**config.mk**
```make
export PLATFORM = sky130hd
export DESIGN_NAME = alu
export DESIGN_NICKNAME = d
export VERILOG_FILES = /design/src/rtl/alu.sv
export SDC_FILE = /design/constraint.sdc
export NUM_CORES = 2
export LEC_CHECK = 0
export CELL_PAD_IN_SITES_DETAIL_PLACEMENT = 1
export CELL_PAD_IN_SITES_GLOBAL_PLACEMENT = 1
export CORE_MARGIN = 4
export CORE_UTILIZATION = 49
export CTS_CLUSTER_SIZE = 30
export DETAILED_ROUTE_END_ITERATION = 16
export PLACE_DENSITY = 0.93
export SLEW_MARGIN = 20
export SYNTH_ARGS = -nofsm -noshare
export SYNTH_HDL_FRONTEND = slang
export SYNTH_SLANG_ARGS = --single-unit
```
**constraint.sdc**
```tcl
create_clock -name clk -period 65.7 [get_ports clk]
set_input_delay 19.71 -clock clk [delete_from_list [all_inputs] [get_ports clk]]
set_output_delay 19.71 -clock clk [all_outputs]
set_load 0.1 [all_outputs]
```
**src/rtl/alu.sv**
```systemverilog
// ---------------------------------------------------------------------------
// alu : W-bit signed arithmetic/logic unit with an internal accumulator.
//   Execute stage of the processor datapath. One operation per clock edge:
//   operands and opcode are sampled on the rising edge, and the registered
//   result and flags appear after that edge.
//
// Ports
//   clk               in   system clock, rising-edge active
//   rst               in   synchronous active-high reset (clears result/flags)
//   alu_op[4:0]       in   operation select
//   operandA[W-1:0]   in   signed operand A
//   operandB[W-1:0]   in   signed operand B (low $clog2(W) bits = shift amount)
//   resultAccumulator out  registered result / accumulator
//   flags[3:0]        out  registered {Z, N, C, V}
// ---------------------------------------------------------------------------
module alu #(
  parameter int W = 16
) (
  input  logic                clk,
  input  logic                rst,
  input  logic [4:0]          alu_op,
  input  logic signed [W-1:0] operandA,
  input  logic signed [W-1:0] operandB,
  output logic signed [W-1:0] resultAccumulator,
  output logic [3:0]          flags
);

  localparam int SW = $clog2(W);
  localparam logic signed [W-1:0] MIN_S = {1'b1, {(W-1){1'b0}}};
  localparam logic signed [W-1:0] ONE_S = {{(W-1){1'b0}}, 1'b1};

  typedef enum logic [4:0] {
    OP_NOP = 5'd0,  OP_ADD = 5'd1,  OP_SUB = 5'd2,  OP_MUL = 5'd3,
    OP_DIV = 5'd4,  OP_MOD = 5'd5,  OP_AND = 5'd6,  OP_OR  = 5'd7,
    OP_XOR = 5'd8,  OP_LSL = 5'd9,  OP_LSR = 5'd10, OP_ROL = 5'd11,
    OP_ROR = 5'd12, OP_NOT = 5'd13, OP_INC = 5'd14, OP_DEC = 5'd15,
    OP_CMP = 5'd16, OP_TST = 5'd17, OP_MOV = 5'd18, OP_NEG = 5'd19,
    OP_ACC = 5'd20, OP_CLR = 5'd21
  } op_e;

  // Returns {carry, overflow, sum}.
  function automatic logic [W+1:0] add_cv(input logic [W-1:0] a, input logic [W-1:0] b);
    logic [W:0] s;
    logic       v;
    s = {1'b0, a} + {1'b0, b};
    v = (a[W-1] == b[W-1]) && (s[W-1] != a[W-1]);
    return {s[W], v, s[W-1:0]};
  endfunction

  // Returns {borrow, overflow, difference}; bit W of the widened difference
  // is set exactly when the unsigned minuend is below the subtrahend.
  function automatic logic [W+1:0] sub_cv(input logic [W-1:0] a, input logic [W-1:0] b);
    logic [W:0] d;
    logic       v;
    d = {1'b0, a} - {1'b0, b};
    v = (a[W-1] != b[W-1]) && (d[W-1] != a[W-1]);
    return {d[W], v, d[W-1:0]};
  endfunction

  logic signed [W-1:0] res_q, res_d;
  logic [3:0]          flags_q, flags_d;

  op_e                 op;
  logic [SW-1:0]       s;
  logic [SW:0]         s_inv;
  logic [W-1:0]        a_u, b_u, acc_u;
  logic [W:0]          lsl_ext, lsr_ext;
  logic signed [2*W-1:0] prod;
  logic signed [W-1:0] div_b, quot, rem;
  logic [W+1:0]        cvr;
  logic [W-1:0]        val;
  logic                c, v, wr_res, wr_flags;

  assign op    = op_e'(alu_op);
  assign s     = operandB[SW-1:0];
  assign s_inv = (SW+1)'(W) - {1'b0, s};
  assign a_u   = operandA;
  assign b_u   = operandB;
  assign acc_u = res_q;

  // Shift carries come from one extra bit beyond the word on the shifted-out
  // side; with S=0 that bit stays zero.
  assign lsl_ext = {1'b0, a_u} << s;
  assign lsr_ext = {a_u, 1'b0} >> s;
  assign prod    = operandA * operandB;
  // Divisor forced non-zero so the divider never sees 0; the result is
  // overridden for that case anyway.
  assign div_b   = (operandB == '0) ? ONE_S : operandB;
  assign quot    = operandA / div_b;
  assign rem     = operandA % div_b;

  always_comb begin
    val      = '0;
    c        = 1'b0;
    v        = 1'b0;
    cvr      = '0;
    wr_res   = 1'b1;
    wr_flags = 1'b1;
    case (op)
      OP_ADD: begin cvr = add_cv(a_u, b_u);   {c, v, val} = cvr; end
      OP_SUB: begin cvr = sub_cv(a_u, b_u);   {c, v, val} = cvr; end
      OP_INC: begin cvr = add_cv(a_u, ONE_S); {c, v, val} = cvr; end
      OP_DEC: begin cvr = sub_cv(a_u, ONE_S); {c, v, val} = cvr; end
      OP_ACC: begin cvr = add_cv(acc_u, a_u); {c, v, val} = cvr; end
      OP_CMP: begin cvr = sub_cv(a_u, b_u);   {c, v, val} = cvr; wr_res = 1'b0; end
      OP_NEG: begin
        cvr = sub_cv('0, a_u);
        val = cvr[W-1:0];
        c   = cvr[W+1];
        v   = (operandA == MIN_S);
      end
      OP_MUL: begin
        val = prod[W-1:0];
        // Product fits only if the upper W+1 bits are pure sign extension.
        v   = !((&prod[2*W-1:W-1]) || !(|prod[2*W-1:W-1]));
      end
      OP_DIV: begin
        if (operandB == '0) begin
          val = '0;
          v   = 1'b1;
        end else if (operandA == MIN_S && operandB == -ONE_S) begin
          val = MIN_S;
          v   = 1'b1;
        end else begin
          val = quot;
        end
      end
      OP_MOD: begin
        if (operandB == '0) begin
          val = '0;
          v   = 1'b1;
        end else if (operandA == MIN_S && operandB == -ONE_S) begin
          val = '0;
        end else begin
          val = rem;
        end
      end
      OP_AND: val = a_u & b_u;
      OP_OR:  val = a_u | b_u;
      OP_XOR: val = a_u ^ b_u;
      OP_TST: begin val = a_u & b_u; wr_res = 1'b0; end
      OP_LSL: begin val = lsl_ext[W-1:0]; c = lsl_ext[W]; end
      OP_LSR: begin val = lsr_ext[W:1];   c = lsr_ext[0]; end
      OP_ROL: val = (a_u << s) | (a_u >> s_inv);
      OP_ROR: val = (a_u >> s) | (a_u << s_inv);
      OP_NOT: val = ~a_u;
      OP_MOV: val = a_u;
      OP_CLR: val = '0;
      default: begin
        wr_res   = 1'b0;
        wr_flags = 1'b0;
      end
    endcase
    res_d   = wr_res   ? val : res_q;
    flags_d = wr_flags ? {(val == '0), val[W-1], c, v} : flags_q;
  end

  always_ff @(posedge clk) begin
    if (rst) begin
      res_q   <= '0;
      flags_q <= 4'b0000;
    end else begin
      res_q   <= res_d;
      flags_q <= flags_d;
    end
  end

  assign resultAccumulator = res_q;
  assign flags             = flags_q;

endmodule

```
==> qor.yml <==
status: "finished clean"
yosys.area.top_type: "fa_1"
p_per_area_nw_per_um2: 55.4
clock_latency_ns: 0.26
grt_max_degree: 55
layout_worst_path_cycle_share: 0.927
cts.sinks: 20
hold_viol_final: 0
portBuffers: 58
ys_types: 94
h-tree-depth: 1
endpoint_kind: "flip-flop"
cts-buffers-inserted: 3
crit_slowest_cell: "o21ai_1"
arrival_ns: 61.07
antenna_found_initial: 6
r2r_slack_ns: 61.00
routed-via-count: 30300
synth_most_common_cell: "nor2_1"
synthMuxAreaShare: 0.0329
start_kind: "input pin"
layout.nets: 4244
grt_pass1_wl_mm: 190
crit_type: "input pin to flip-flop"
avgSynthCellArea_um2: 7.24
synth_top_area_share: 0.200
rsz0062_at_grt: "no"
synth_fa_ha_area_frac: 0.339
layout-drive-gt1-share: 0.0538
cts_resized: 0
post_drt_wl_per_cell_um: 29.2
first_iter_violations: 3415
synth.area.top_cells: "fa_1 20%, ha_1 14%, nor2_1 6.2%"
synth_nets: 4283
synth_compound_area_frac: 0.247
max_freq_mhz: 16.4
postCtsSetupBuffers: 0
yosys.area_share.simple: 0.217
synthFlopType: "dfxtp_1"
r2r_cells: 16
slew_viol_final: 0
fin_crit_ns: 60.87
drt-vias-per-instance: 6.98
hpwl_mm: 101
drcViolationCount: 0
irDropWorstVdd_uv: 195
synth_area_um2: 26700
num-fill-cells: 6948
synth-xor-area-share: 0.0624
slowest_delay_ns: 0.88
final.setup_skew_ns: 0.00133
synth_top_family_by_area: "adder cells"
place_area_um2: 28100
synthArstFlopShare: 0
syn-instance-count: 3682
fin_setup_tns_ns: 0
endpoint: "flags[3]$_SDFFE_PP0P_"
clk_path_buf_depth: 2
die_y_um: 241
critPathMaxFanout: 50
final_area_um2: 28200
yosysWarnings: 0
ys_seq_elements: 20
relSlewSlack: 0.178
crit_path_start: "operandB[0]"
worstMarginPinSlew_ns: 1.20
drv_cap: 0
synth-seq-area-share: 0.0150
synth_edf_count: 0
hold_slack_ns: 0.545
cts-root-buf: "clkbuf_16"
gp_congestion: 1.07
cts.hold.buffers_added: 0
ys_top_cells_by_count: "438 x nor2_1, 408 x inv_1, 355 x nand2_1"
dr.pass1.iters: 8
reg2reg_to: "flags[0]$_SDFFE_PP0P_"
cpMostUsedCell: "ha_1"
die_w_um: 241
grt-ovfl-total: 0
hold_path.class: "flip-flop to flip-flop"
cts_tree: "built"
r2r-start: "resultAccumulator[1]$_SDFFE_PP0P_"
rows: 85
multiInputGateArea_um2: 24000
grt.total_usage: 0.425
postRouteAntennaNets: 0
dieArea_um2: 58200
start_util: 0.495
required_ns: 65.90
wl_mm: 127
p_leak_nw: 12.7
fp.coreArea_um2: 53800
area_growth_pct: 5.71
path_clk_slew_ns: 0.06
ff_latch_area_um2: 400
finalSetupViolations: 0
pin_count: 59
hold_depth: 2
grt_pass1_vias: 32400
per-stage QoR:
stage	setup slack (ns)	instances	utilization	power, mW
final	4.83	4340	0.524	1.56
after global routing	1.84	4338	0.524	1.67
after CTS	5.68	4338	0.524	1.52
after detailed placement	5.59	4334	0.522	1.50
after global placement	7.49	4334	0.522	1.38
after floorplan	12.40	3682	-	1.03
layout make-up:
cell class,count,area share
clock buffer,3,0.00266
clock inverter,1,0.00107
sequential,20,0.0142
antenna,2,0.000178
tap,696,0.0309
multi-input combinational,3050,0.851
inverter,418,0.0557
timing repair buffer,150,0.0442
flip-flops by register name (all words and copies together) (netlist names):
signal	count
flags	4
resultAccumulator	16
power breakdown:
| group | switching [mW] | internal [mW] |
|---|---|---|
| logic | 0.968 | 0.560 |
| registers | 0.00227 | 0.0139 |
| clock network | 0.00508 | 0.0121 |
critical path, delay by kind of cell:
| kind | cells | cell delay (ns) |
|---|---|---|
| AOI/OAI and AO/OA | 72 | 21.00 |
| muxes | 2 | 0.81 |
| and+or+nand+nor | 47 | 11.27 |
| adders and majority gates | 18 | 5.55 |
| xor gates and xnor gates | 1 | 0.13 |
| buffers and inverters | 12 | 2.48 |
cells in the final DEF (no fill, tap or decap), drive strengths merged, types with 32 or more instances in the layout:
cell and instances:
nor2 438, inv 409, nand2 355, ha 296, fa 266, a21oi 233
o21ai 192, xnor2 126, buf 97, nor3 94, nand3 81, xor2 64
a211oi 57, clkdlybuf4s50 53, a21o 52, o211ai 45, a31oi 44, o21a 41
nor2b 38, mux2i 37, o31ai 35, o22ai 33, and3 32, nor4 32
cell families after synthesis:
family                   Yosys count
flip-flops                        20
adder cells (fa/ha/maj)          562
AO/OA/AOI/OAI                    977
buffers and inverters            612
XOR/XNOR                         190
multiplexers                      66
AND/OR/NAND/NOR                 1255
how the worst min path moves through the flow:
stage | endpoint | startpoint
final | flags[2]$_SDFFE_PP0P_ | flags[2]$_SDFFE_PP0P_
after global routing | flags[2]$_SDFFE_PP0P_ | flags[2]$_SDFFE_PP0P_
after CTS | flags[2]$_SDFFE_PP0P_ | flags[2]$_SDFFE_PP0P_
after detailed placement | flags[2]$_SDFFE_PP0P_ | flags[2]$_SDFFE_PP0P_
after global placement | flags[2]$_SDFFE_PP0P_ | flags[2]$_SDFFE_PP0P_
after floorplan | flags[2]$_SDFFE_PP0P_ | flags[2]$_SDFFE_PP0P_
layer usage:
metal,part of all wire,track usage,up-vias
met5,0.00051,0,-
met4,0.11,0.352,10
met3,0.11,0.0985,844
met2,0.44,0.677,1948
met1,0.35,0.488,14700
li1,-,-,12800
Note: power is estimated with default switching activity, not from simulation.
